`src/rtl/ad7276_pkg.sv`:
```
// ad7276_pkg: shared types and defaults for the AD7276 serial capture front end.
//   state_t            capture FSM states (IDLE, SHIFT, TAIL, QUIET)
//   *_DEF              default frame geometry
//   cnt_width()        width needed for a counter that holds 0..n
//   BIT_CNT_W          bit-counter width for the default frame length
package ad7276_pkg;

   typedef enum logic [1:0] {
      IDLE  = 2'd0,
      SHIFT = 2'd1,
      TAIL  = 2'd2,
      QUIET = 2'd3
   } state_t;

   localparam int unsigned FRAME_BITS_DEF     = 16;
   localparam int unsigned LEAD_ZEROS_DEF     = 2;
   localparam int unsigned OUT_DATA_WIDTH_DEF = 12;

   // Bits needed to represent values 0..n (minimum 1).
   function automatic int unsigned cnt_width(input int unsigned n);
      return (n < 2) ? 1 : $clog2(n + 1);
   endfunction

   localparam int unsigned BIT_CNT_W = cnt_width(FRAME_BITS_DEF);

endpackage

```
`src/rtl/ad7276_sample_timer.sv`:
```
// ad7276_sample_timer: conversion pacing timer.
//   clk, rst (async, active low)
//   enable         level-sensitive run enable; low holds the counter at reload
//   sample_period  clk cycles between starts; 0 = continuous requests
//   start_req_c    combinational start request for the capture FSM
module ad7276_sample_timer (
   input  logic        clk,
   input  logic        rst,
   input  logic        enable,
   input  logic [31:0] sample_period,
   output logic        start_req_c
);

   logic [31:0] cnt;
   logic [31:0] cnt_nxt;
   logic [31:0] reload;

   // sample_period is re-read only at reload, so a change applies next period.
   assign reload = (sample_period == 32'd0) ? 32'd0 : sample_period - 32'd1;

   // Request on terminal count, or every cycle in free-run mode.
   always_comb begin
      start_req_c = enable && ((sample_period == 32'd0) || (cnt == 32'd0));
   end

   always_comb begin
      cnt_nxt = cnt;
      if (!enable || (cnt == 32'd0)) begin
         cnt_nxt = reload;
      end else begin
         cnt_nxt = cnt - 32'd1;
      end
   end

   always_ff @(posedge clk or negedge rst) begin
      if (!rst) begin
         cnt <= 32'd0;
      end else begin
         cnt <= cnt_nxt;
      end
   end

endmodule

```
`src/rtl/ad7276_spi_capture.sv`:
```
// ad7276_spi_capture: AD7276 serial front end. Paces conversions, drives
// CS/SCLK, shifts in one FRAME_BITS frame and emits one sample per frame.
//   clk, rst (async, active low)
//   enable, sample_period     conversion pacing controls
//   spi_cs_n, spi_sclk        ADC chip select / serial clock (both idle high)
//   spi_sdata                 ADC serial data, sampled on the sclk 0->1 clk edge
//   out_data, out_data_valid  captured sample and its one-cycle strobe
//   busy                      high whenever the FSM is not in IDLE
//   overrun                   sticky: a start arrived while a frame was active
//   frame_err                 one-cycle strobe on a frame with a nonzero lead bit
// Build option: AD7276_FRAME_CHECK_EN enables the leading-zero frame check;
// without it frame_err stays 0 and every frame produces out_data_valid.
module ad7276_spi_capture
   import ad7276_pkg::*;
#(
   parameter int unsigned OUT_DATA_WIDTH = OUT_DATA_WIDTH_DEF,
   parameter int unsigned CLK_DIV        = 2,
   parameter int unsigned FRAME_BITS     = FRAME_BITS_DEF,
   parameter int unsigned LEAD_ZEROS     = LEAD_ZEROS_DEF,
   parameter int unsigned QUIET_CYCLES   = 4
) (
   input  logic                      clk,
   input  logic                      rst,
   input  logic                      enable,
   input  logic [31:0]               sample_period,
   output logic                      spi_cs_n,
   output logic                      spi_sclk,
   input  logic                      spi_sdata,
   output logic [OUT_DATA_WIDTH-1:0] out_data,
   output logic                      out_data_valid,
   output logic                      busy,
   output logic                      overrun,
   output logic                      frame_err
);

   localparam int unsigned DIV_W  = cnt_width(CLK_DIV);
   localparam int unsigned BIT_W  = cnt_width(FRAME_BITS);
   localparam int unsigned Q_LAST = (QUIET_CYCLES > 1) ? QUIET_CYCLES - 1 : 1;
   localparam int unsigned Q_W    = cnt_width(Q_LAST);
   localparam int unsigned MSB_POS = FRAME_BITS - 1 - LEAD_ZEROS;

   state_t                    state, state_nxt;
   logic [DIV_W-1:0]          div_cnt, div_nxt;
   logic [BIT_W-1:0]          bit_cnt, bit_nxt;
   logic [Q_W-1:0]            q_cnt, q_nxt;
   logic [FRAME_BITS-1:0]     shreg, sh_nxt;
   logic                      cs_nxt, sclk_nxt;
   logic [OUT_DATA_WIDTH-1:0] data_nxt;
   logic                      valid_nxt, ferr_nxt, ovr_nxt;
   logic                      start_req_c;
`ifdef AD7276_FRAME_CHECK_EN
   logic                      lead_bad;
`endif

   ad7276_sample_timer u_timer (
      .clk           (clk),
      .rst           (rst),
      .enable        (enable),
      .sample_period (sample_period),
      .start_req_c   (start_req_c)
   );

   // Next-state and next-output logic for the capture FSM.
   always_comb begin
      state_nxt = state;
      cs_nxt    = spi_cs_n;
      sclk_nxt  = spi_sclk;
      div_nxt   = div_cnt;
      bit_nxt   = bit_cnt;
      q_nxt     = q_cnt;
      sh_nxt    = shreg;
      data_nxt  = out_data;
      valid_nxt = 1'b0;
      ferr_nxt  = 1'b0;
      ovr_nxt   = overrun;
`ifdef AD7276_FRAME_CHECK_EN
      lead_bad  = 1'b0;
      for (int unsigned i = 0; i < LEAD_ZEROS; i++) begin
         lead_bad = lead_bad | shreg[FRAME_BITS-1-i];
      end
`endif

      // Free-run requests are expected to land mid-frame, so they never count.
      if (!enable) begin
         ovr_nxt = 1'b0;
      end else if (start_req_c && (state != IDLE) && (sample_period != 32'd0)) begin
         ovr_nxt = 1'b1;
      end

      case (state)
         IDLE: begin
            if (start_req_c) begin
               state_nxt = SHIFT;
               cs_nxt    = 1'b0;
               sclk_nxt  = 1'b1;
               div_nxt   = '0;
               bit_nxt   = '0;
            end
         end

         SHIFT: begin
            if (div_cnt == DIV_W'(CLK_DIV - 1)) begin
               div_nxt  = '0;
               sclk_nxt = ~spi_sclk;
               // Sample on the edge that drives sclk high.
               if (!spi_sclk) begin
                  sh_nxt  = (shreg << 1) | FRAME_BITS'(spi_sdata);
                  bit_nxt = bit_cnt + BIT_W'(1);
                  if (bit_cnt == BIT_W'(FRAME_BITS - 1)) begin
                     state_nxt = TAIL;
                  end
               end
            end else begin
               div_nxt = div_cnt + DIV_W'(1);
            end
         end

         TAIL: begin
            // First TAIL cycle: the full frame is in shreg.
            if (div_cnt == '0) begin
`ifdef AD7276_FRAME_CHECK_EN
               if (lead_bad) begin
                  ferr_nxt = 1'b1;
               end else begin
                  valid_nxt = 1'b1;
                  data_nxt  = shreg[MSB_POS -: OUT_DATA_WIDTH];
               end
`else
               valid_nxt = 1'b1;
               data_nxt  = shreg[MSB_POS -: OUT_DATA_WIDTH];
`endif
            end
            if (div_cnt == DIV_W'(CLK_DIV - 1)) begin
               cs_nxt    = 1'b1;
               state_nxt = QUIET;
               div_nxt   = '0;
               q_nxt     = Q_W'(1);
            end else begin
               div_nxt = div_cnt + DIV_W'(1);
            end
         end

         QUIET: begin
            // The IDLE cycle that follows also keeps cs_n high, so it counts.
            if (q_cnt >= Q_W'(Q_LAST)) begin
               state_nxt = IDLE;
            end else begin
               q_nxt = q_cnt + Q_W'(1);
            end
         end

         default: begin
            state_nxt = IDLE;
            cs_nxt    = 1'b1;
            sclk_nxt  = 1'b1;
         end
      endcase
   end

   // State and registered outputs.
   always_ff @(posedge clk or negedge rst) begin
      if (!rst) begin
         state          <= IDLE;
         spi_cs_n       <= 1'b1;
         spi_sclk       <= 1'b1;
         div_cnt        <= '0;
         bit_cnt        <= '0;
         q_cnt          <= '0;
         shreg          <= '0;
         out_data       <= '0;
         out_data_valid <= 1'b0;
         frame_err      <= 1'b0;
         overrun        <= 1'b0;
         busy           <= 1'b0;
      end else begin
         state          <= state_nxt;
         spi_cs_n       <= cs_nxt;
         spi_sclk       <= sclk_nxt;
         div_cnt        <= div_nxt;
         bit_cnt        <= bit_nxt;
         q_cnt          <= q_nxt;
         shreg          <= sh_nxt;
         out_data       <= data_nxt;
         out_data_valid <= valid_nxt;
         frame_err      <= ferr_nxt;
         overrun        <= ovr_nxt;
         busy           <= (state_nxt != IDLE);
      end
   end

endmodule

```
`config.mk`:
```
export PLATFORM = sky130hd
export DESIGN_NAME = ad7276_spi_capture
export DESIGN_NICKNAME = d
export VERILOG_FILES = /design/src/rtl/ad7276_pkg.sv /design/src/rtl/ad7276_sample_timer.sv /design/src/rtl/ad7276_spi_capture.sv
export SDC_FILE = /design/constraint.sdc
export NUM_CORES = 1
export LEC_CHECK = 0
export CAP_MARGIN = 0
export CORE_MARGIN = 2
export CORE_UTILIZATION = 39
export CTS_BUF_LIST = sky130_fd_sc_hd__clkbuf_4
export CTS_CLUSTER_DIAMETER = 150
export DETAILED_ROUTE_END_ITERATION = 10
export SLEW_MARGIN = 25
export SYNTH_ARGS = -nofsm -noshare
export SYNTH_HDL_FRONTEND = slang
export SYNTH_SLANG_ARGS = --single-unit
```
`constraint.sdc`:
```
create_clock -name clk -period 2.7 [get_ports clk]
set_input_delay 0.54 -clock clk [delete_from_list [all_inputs] [get_ports clk]]
set_output_delay 0.54 -clock clk [all_outputs]
set_load 0.005 [all_outputs]
```
==> Word-level counts from Yosys, hierarchy flattened <==
Cells that the tools add are included.
{ "op_classes": {"addsub": 5, "order_cmp": 1, "eq_ne": 11, "muxes": 29, "n_bitwise": 2, "reduce_logical": 25} }
{ "ops": {"columns": ["op", "n"], "rows": [
  ["$logic_not 32->1", 2],
  ["$mux 32", 2],
  ["$sub 32x1->32 const B", 2],
  ["$reduce_bool 32->1", 1],
  ["$mux 2", 10],
  ["$mux 5", 3],
  ["$or 14x1->14", 1],
  ["$reduce_and 3->1", 4],
  ["$reduce_bool 2->1", 6],
  ["$ne 2x2->1 const B", 5],
  ["$pmux 5 s2", 1],
  ["$mux 1", 8],
  ["$pmux 2 s2", 2],
  ["$pmux 2 s4", 1],
  ["$add 5x1->5 const B", 1],
  ["$eq 5x4->1 const B", 1],
  ["$add 2x1->2 const B", 2],
  ["$eq 2x1->1 const B", 2],
  ["$eq 2x2->1 const B", 2],
  ["$logic_not 2->1", 2],
  ["$pmux 1 s2", 2],
  ["$reduce_and 2->1", 2],
  ["$reduce_and 4->1", 1],
  ["$logic_and 1x1->1", 3],
  ["other kinds (6)", 7]
]} }
{ "word_totals": {"ff_bits": 74, "inputBits": 36} }

==> Longest topological paths before layout <==
{ "depth": {"ltp_word": 7, "depth_mapped": 10, "mapped_depth_nobuf": 7} }

==> By module <==
From an unflattened synthesis, not the netlist that was laid out.
{ "hier_totals": {"hier_cells": 429, "area_unflattened_um2": 4408.0} }
{ "modules_own_cells": {"columns": ["module", "n_inst", "cells_each", "area_per_inst_um2"], "rows": [
  ["ad7276_sample_timer", 1, 253, 2399.8],
  ["ad7276_spi_capture", 1, 176, 2008.2]
]} }

==> Least setup slack after synthesis <==
Ideal clock, no wire load.
{ "synth_timing": {"path_kind": "input -> register", "start": "input port sample_period[0]", "end": "register spi_sclk", "arrival_ps": 2408, "required_time_ps": 2614, "setup_slack_ps": 206, "stages": 8, "n_path_buf": 1, "path_cell_list": "inv_1 ha_1 or4b_1 nor3_2 and3_1 buf_2 a211oi_1 o41a_1"} }
{ "synth_via": {"elab_chain_len": 5} }
{ "synth_lines": {"columns": ["element", "line", "source"], "rows": [
  ["from (decl)", "ad7276_spi_capture.sv:25", "input logic [31:0] sample_period,"],
  ["$logic_not 32->1", "ad7276_sample_timer.sv:23", "start_req_c = enable && ((sample_period == 32'd0) || (cnt == 32'd0));"],
  ["$logic_or 1x1->1", "ad7276_sample_timer.sv:23", null],
  ["$logic_and 1x1->1", "ad7276_sample_timer.sv:23", null],
  ["$ne 2x2->1 (no source line)", null, null],
  ["$reduce_and 3->1 (no source line)", null, null],
  ["to (signal assigned)", "ad7276_spi_capture.sv:178", "spi_sclk <= sclk_nxt;"],
  ["to (decl)", "ad7276_spi_capture.sv:27", "output logic spi_sclk,"]
]} }
Every way passes these cells.
A chain may end at the register's enable or synchronous reset.

==> Final worst setup path <==
{ "layout_timing": {"start": "register u_timer.cnt[0]", "end": "register u_timer.cnt[28]"} }
{ "layout_via": {"elab_chain_len": 3, "elab_cells_between_ends": 4, "classes_between": "add/sub (1); mux (1); reduce/logical (2)"} }
{ "layout_lines": {"columns": ["element", "line", "source"], "rows": [
  ["from (decl)", "ad7276_sample_timer.sv:14", "logic [31:0] cnt;"],
  ["from (signal assigned)", "ad7276_sample_timer.sv:39", "cnt <= cnt_nxt;"],
  ["branches (longest 2 deep; another with $sub 32x1->32)", null, null],
  ["$mux 32 (*)", "ad7276_sample_timer.sv:28", "if (!enable || (cnt == 32'd0)) begin"],
  ["named net u_timer.cnt_nxt[28]", "ad7276_sample_timer.sv:15", "logic [31:0] cnt_nxt;"]
]} }
Mark *: on every way through the listed nets, which the timed path passes.

==> flow_summary.json <==
{
  "total_power_draw_mw": 2.31,
  "yosys.area_share.simple_pct": 22.8,
  "finalInstanceArea_um2": 5840,
  "drt_wl_total_um": 11400,
  "via_count": 3976,
  "worst_slew_pin_slew_ns": 0.631,
  "routabilityCongestion": 0.872,
  "critical-path-slowest-cell": "sky130_fd_sc_hd__or4b_4",
  "timing.critical_path.cells": "inv_1 -> ha_1 -> or4b_4 -> nor4b_4 -> nand4_4 -> and2_1 -> buf_4 -> mux2i_1",
  "dr_wl_met3_um": 480,
  "cp.required_ns": 3.05,
  "setup_violations": 0,
  "power_switching_share_pct": 29.0,
  "netlist_instances": 452,
  "grt_usage_pct": 18.8,
  "die_area_um2": 12700,
  "cts_max_path_buffers": 2,
  "clock_tree.htree_level_count": 3,
  "hold_path.class": "input port to async pin",
  "drt_drc_violations_left": 0,
  "antenna_cells_inserted": 0,
  "standard_cell_rows": 39,
  "power.switching_uw": 671,
  "wl_per_cell_um": 16.2,
  "clk-insertion-delay-late_ns": 0.44,
  "critPathMaxStageDelay_ns": 0.53,
  "core_region_area_um2": 11500,
  "crit_path_max_fanout": 11,
  "grt_setup_unrepaired": "no",
  "register_to_register_setup_slack_ns": 0.12,
  "setup_tns_ns": 0,
  "ant_nets": 0,
  "synth_seq_cells": 74,
  "crit_family": "simple AND/OR/NAND/NOR gates",
  "vias_per_cell": 5.66,
  "synth_compound_gate_area_share_pct": 11.5,
  "synth-warning-count": 0,
  "clock.fmax_mhz": 388,
  "grt_antenna_before_repair": 0,
  "die_width_um": 113,
  "worst_path_class_setup": "flop to flop",
  "ios": 54,
  "grt_pass1_wl_um": 19500,
  "first_global_vias": 3971,
  "globalRoute.totalOverflow": 0,
  "areaGrowthSynthToFinish_pct": 26.4,
  "xor_and_xnor_fraction_of_the_mapped_netlist_area_pct": 7.02,
  "maximum_number_of_pins_on_one_net_before_global_route_repair": 48,
  "cts_buffers": 9,
  "post_placement_cell_count": 687,
  "max_cap_violations": 0,
  "final_stage_net_count": 600,
  "placement.cell_area_um2": 5670,
  "area_of_the_mapped_netlist_um2": 4620,
  "clock_power_share_pct": 32.3,
  "routed_metal_1_wirelength_um": 5250,
  "finalCritPeriodShare_pct": 95.4,
  "seq_area_frac_synth_pct": 40.2,
  "synthesis.area_per_instance_um2": 10.2,
  "multiplexer_share_of_the_synthesized_area_pct": 12.7,
  "cts_hold_buffers": 0,
  "timing.clock.skew_ns": 0.0221,
  "chipHeight_um": 113,
  "final_critical_path_setup_slack_ns": 0.123,
  "min_period_ns": 2.58,
  "synth_async_sr_flop_share_pct": 100,
  "pins_over_their_slew_limit": 0,
  "synth_ff_type": "sky130_fd_sc_hd__dfrtp_1",
  "pre_cts_slack_ns": -0.237,
  "vdd_ir_drop_max_uv": 354,
  "power.combinational.fraction_pct": 14.9,
  "intPower_mw": 1.64,
  "cp.arrival_ns": 2.93,
  "outcome": "complete, no violations",
  "dr.max_layer_used": "met4",
  "final-hold-violation-count": 0,
  "timing.critical_path.buf_inv": 2,
  "final.fill_count": 1080,
  "drt-pass1-iter-count": 4,
  "power_leakage_nw": 2.47,
  "power_density_nw_per_um2": 396,
  "number_of_synthesized_flops_with_an_enable_pin": 0,
  "cts.root.buffer_cell": "sky130_fd_sc_hd__clkbuf_4",
  "synth.distinct_cells": 61,
  "pwr-share-seq_pct": 52.9,
  "final_cell_count_no_fill": 703,
  "floorplan.initialDensity_pct": 40.3,
  "main_combinational_cell_family_by_area_after_synthesis": "simple AND/OR/NAND/NOR gates",
  "clk_transition_reported_paths_ns": 0.15,
  "cts_num_sinks": 74,
  "met2_wirelength_from_detailed_routing_um": 5550,
  "place.detailed.hpwl_um": 8560,
  "drt-initial-drc-count": 243,
  "syn-num-nets": 497,
  "synth_fa_ha_area_share_pct": 2.44,
  "drive_gt1_share_pct": 23.6,
  "max-slew-margin-rel_pct": 58.0,
  "placement.io_buffers": 52,
  "crit_path_end_kind": "flop",
  "cts_tree": "yes",
  "crit_path_start_kind": "flop"
}
[cells in the final DEF (no fill, tap or decap), types with 4 or more instances in the layout]
cell / count
sky130_fd_sc_hd__clkdlybuf4s50_1: 51
sky130_fd_sc_hd__or3_1: 11
sky130_fd_sc_hd__xnor2_1: 26
sky130_fd_sc_hd__nor4_2: 4
sky130_fd_sc_hd__a21boi_0: 4
sky130_fd_sc_hd__inv_1: 13
sky130_fd_sc_hd__nor3_2: 5
sky130_fd_sc_hd__mux2i_1: 26
sky130_fd_sc_hd__buf_4: 58
sky130_fd_sc_hd__or2_2: 8
sky130_fd_sc_hd__a21oi_1: 5
sky130_fd_sc_hd__nor4_1: 23
sky130_fd_sc_hd__inv_6: 4
sky130_fd_sc_hd__a22oi_1: 4
sky130_fd_sc_hd__clkbuf_4: 9
sky130_fd_sc_hd__nand4_1: 7
sky130_fd_sc_hd__nand2_1: 29
sky130_fd_sc_hd__o31a_1: 12
sky130_fd_sc_hd__nor3_1: 12
sky130_fd_sc_hd__nand3_1: 10
sky130_fd_sc_hd__and3_1: 6
sky130_fd_sc_hd__ha_1: 9
sky130_fd_sc_hd__o31ai_1: 7
sky130_fd_sc_hd__xor2_1: 11
sky130_fd_sc_hd__nor2_1: 24
sky130_fd_sc_hd__mux2_2: 26
sky130_fd_sc_hd__o21ai_0: 15
sky130_fd_sc_hd__or4_4: 4
sky130_fd_sc_hd__dfrtp_1: 72
sky130_fd_sc_hd__a41oi_1: 6
sky130_fd_sc_hd__or4_1: 9
[stage by stage]
step	hold WS (ns)	util [%]
after floorplan	0.244	-
after global placement	0.486	49.5
after detailed placement	0.493	49.5
after CTS	0.0963	50.8
after global routing	0.129	50.9
final	0.0990	50.9
[final timing paths]
check / startpoint / endpoint / cells past startpoint
max: u_timer.cnt[0]$_DFF_PN0_ / u_timer.cnt[28]$_DFF_PN0_ / 8
min: rst / shreg[5]$_DFFE_PN0P_ / 1
max reg2reg: u_timer.cnt[0]$_DFF_PN0_ / u_timer.cnt[28]$_DFF_PN0_ / 8
min reg2reg: shreg[0]$_DFFE_PN0P_ / shreg[0]$_DFFE_PN0P_ / 1
max in group asynchronous: rst / spi_sclk$_DFFE_PN1P_ / 2
min in group clk: shreg[0]$_DFFE_PN0P_ / shreg[0]$_DFFE_PN0P_ / 1
[metal layers]
layer  global-route usage (%)  vias up
li1                         -     1915
met1                     25.8     1965
met2                     31.3       88
met3                     3.16        8
met4                     4.47        0
met5                        0        -
[worst reg2reg max path: stages (launching register included)]
cell and delay (ns):
sky130_fd_sc_hd__dfrtp_1 0.42, sky130_fd_sc_hd__inv_1 0.08, sky130_fd_sc_hd__ha_1 0.20, sky130_fd_sc_hd__or4b_4 0.53, sky130_fd_sc_hd__nor4b_4 0.32, sky130_fd_sc_hd__nand4_4 0.14
sky130_fd_sc_hd__and2_1 0.35, sky130_fd_sc_hd__buf_4 0.27, sky130_fd_sc_hd__mux2i_1 0.18
[repair_timing]
item,in CTS,in global routing
setup endpoints to repair,0,23
hold endpoints to repair,0,0
setup buffers,0,0
resized for setup,0,4
[flip-flops by register name, summed over array words and instances (netlist names), 2 cells and up]
| register | flops |
|---|---|
| div_cnt | 2 |
| out_data | 12 |
| q_cnt | 2 |
| state | 2 |
| u_timer.cnt | 32 |
| shreg | 14 |
| bit_cnt | 5 |
[cell usage after synthesis, drive strengths merged, types with 2 or more instances]
library cell / count / area, µm²
dfrtp: 72 / 1800
mux2: 29 / 327
nand2: 29 / 109
nor4: 29 / 230
mux2i: 26 / 260
xnor2: 26 / 228
nor2: 24 / 90.1
o21ai: 18 / 90.1
nor3: 17 / 100
inv: 13 / 48.8
or4: 13 / 105
o31a: 12 / 105
or3: 11 / 68.8
xor2: 11 / 96.3
clkbuf: 10 / 37.5
nand3: 10 / 50.1
buf: 9 / 67.6
ha: 9 / 113
nand4: 8 / 65.1
o31ai: 8 / 65.1
or2: 8 / 50.1
a41oi: 6 / 52.6
and3: 6 / 37.5
a21oi: 5 / 25.0
a21boi: 4 / 30.0
a22oi: 4 / 30.0
and2: 3 / 18.8
nor4b: 3 / 41.3
o41ai: 3 / 26.3
or4b: 3 / 33.8
and4: 2 / 17.5
dfstp: 2 / 52.6
nor2b: 2 / 12.5
o21a: 2 / 15.0
o22ai: 2 / 12.5
[final cells by class]
cell class | count | area, µm² | area share, %
multi-input cells | 346 | 2640 | 45.2
flip-flops and latches | 74 | 1850 | 31.8
repair buffers | 111 | 971 | 16.6
well taps | 143 | 179 | 3.06
clock inverters | 7 | 81.3 | 1.39
clock buffers | 9 | 67.6 | 1.16
inverters | 13 | 48.8 | 0.836
[power groups by stage]
stage / Sequential, mW / Combinational (mW) / Clock [mW]
after CTS: 1.22 / 0.345 / 0.774
after floorplan: 1.23 / 0.179 / 0
after global routing: 1.23 / 0.382 / 0.820
after global placement: 1.24 / 0.338 / 0
after detailed placement: 1.24 / 0.342 / 0
final: 1.22 / 0.344 / 0.746
[kinds of logic after synthesis]
group,Yosys count
and+or+nand+nor,171
DFF,74
AOI/OAI and AO/OA,73
muxes,55
xor gates and xnor gates,37
buffers and inverters,32
adders and majority gates,9
other,1
(Power assumes the default switching activity.)
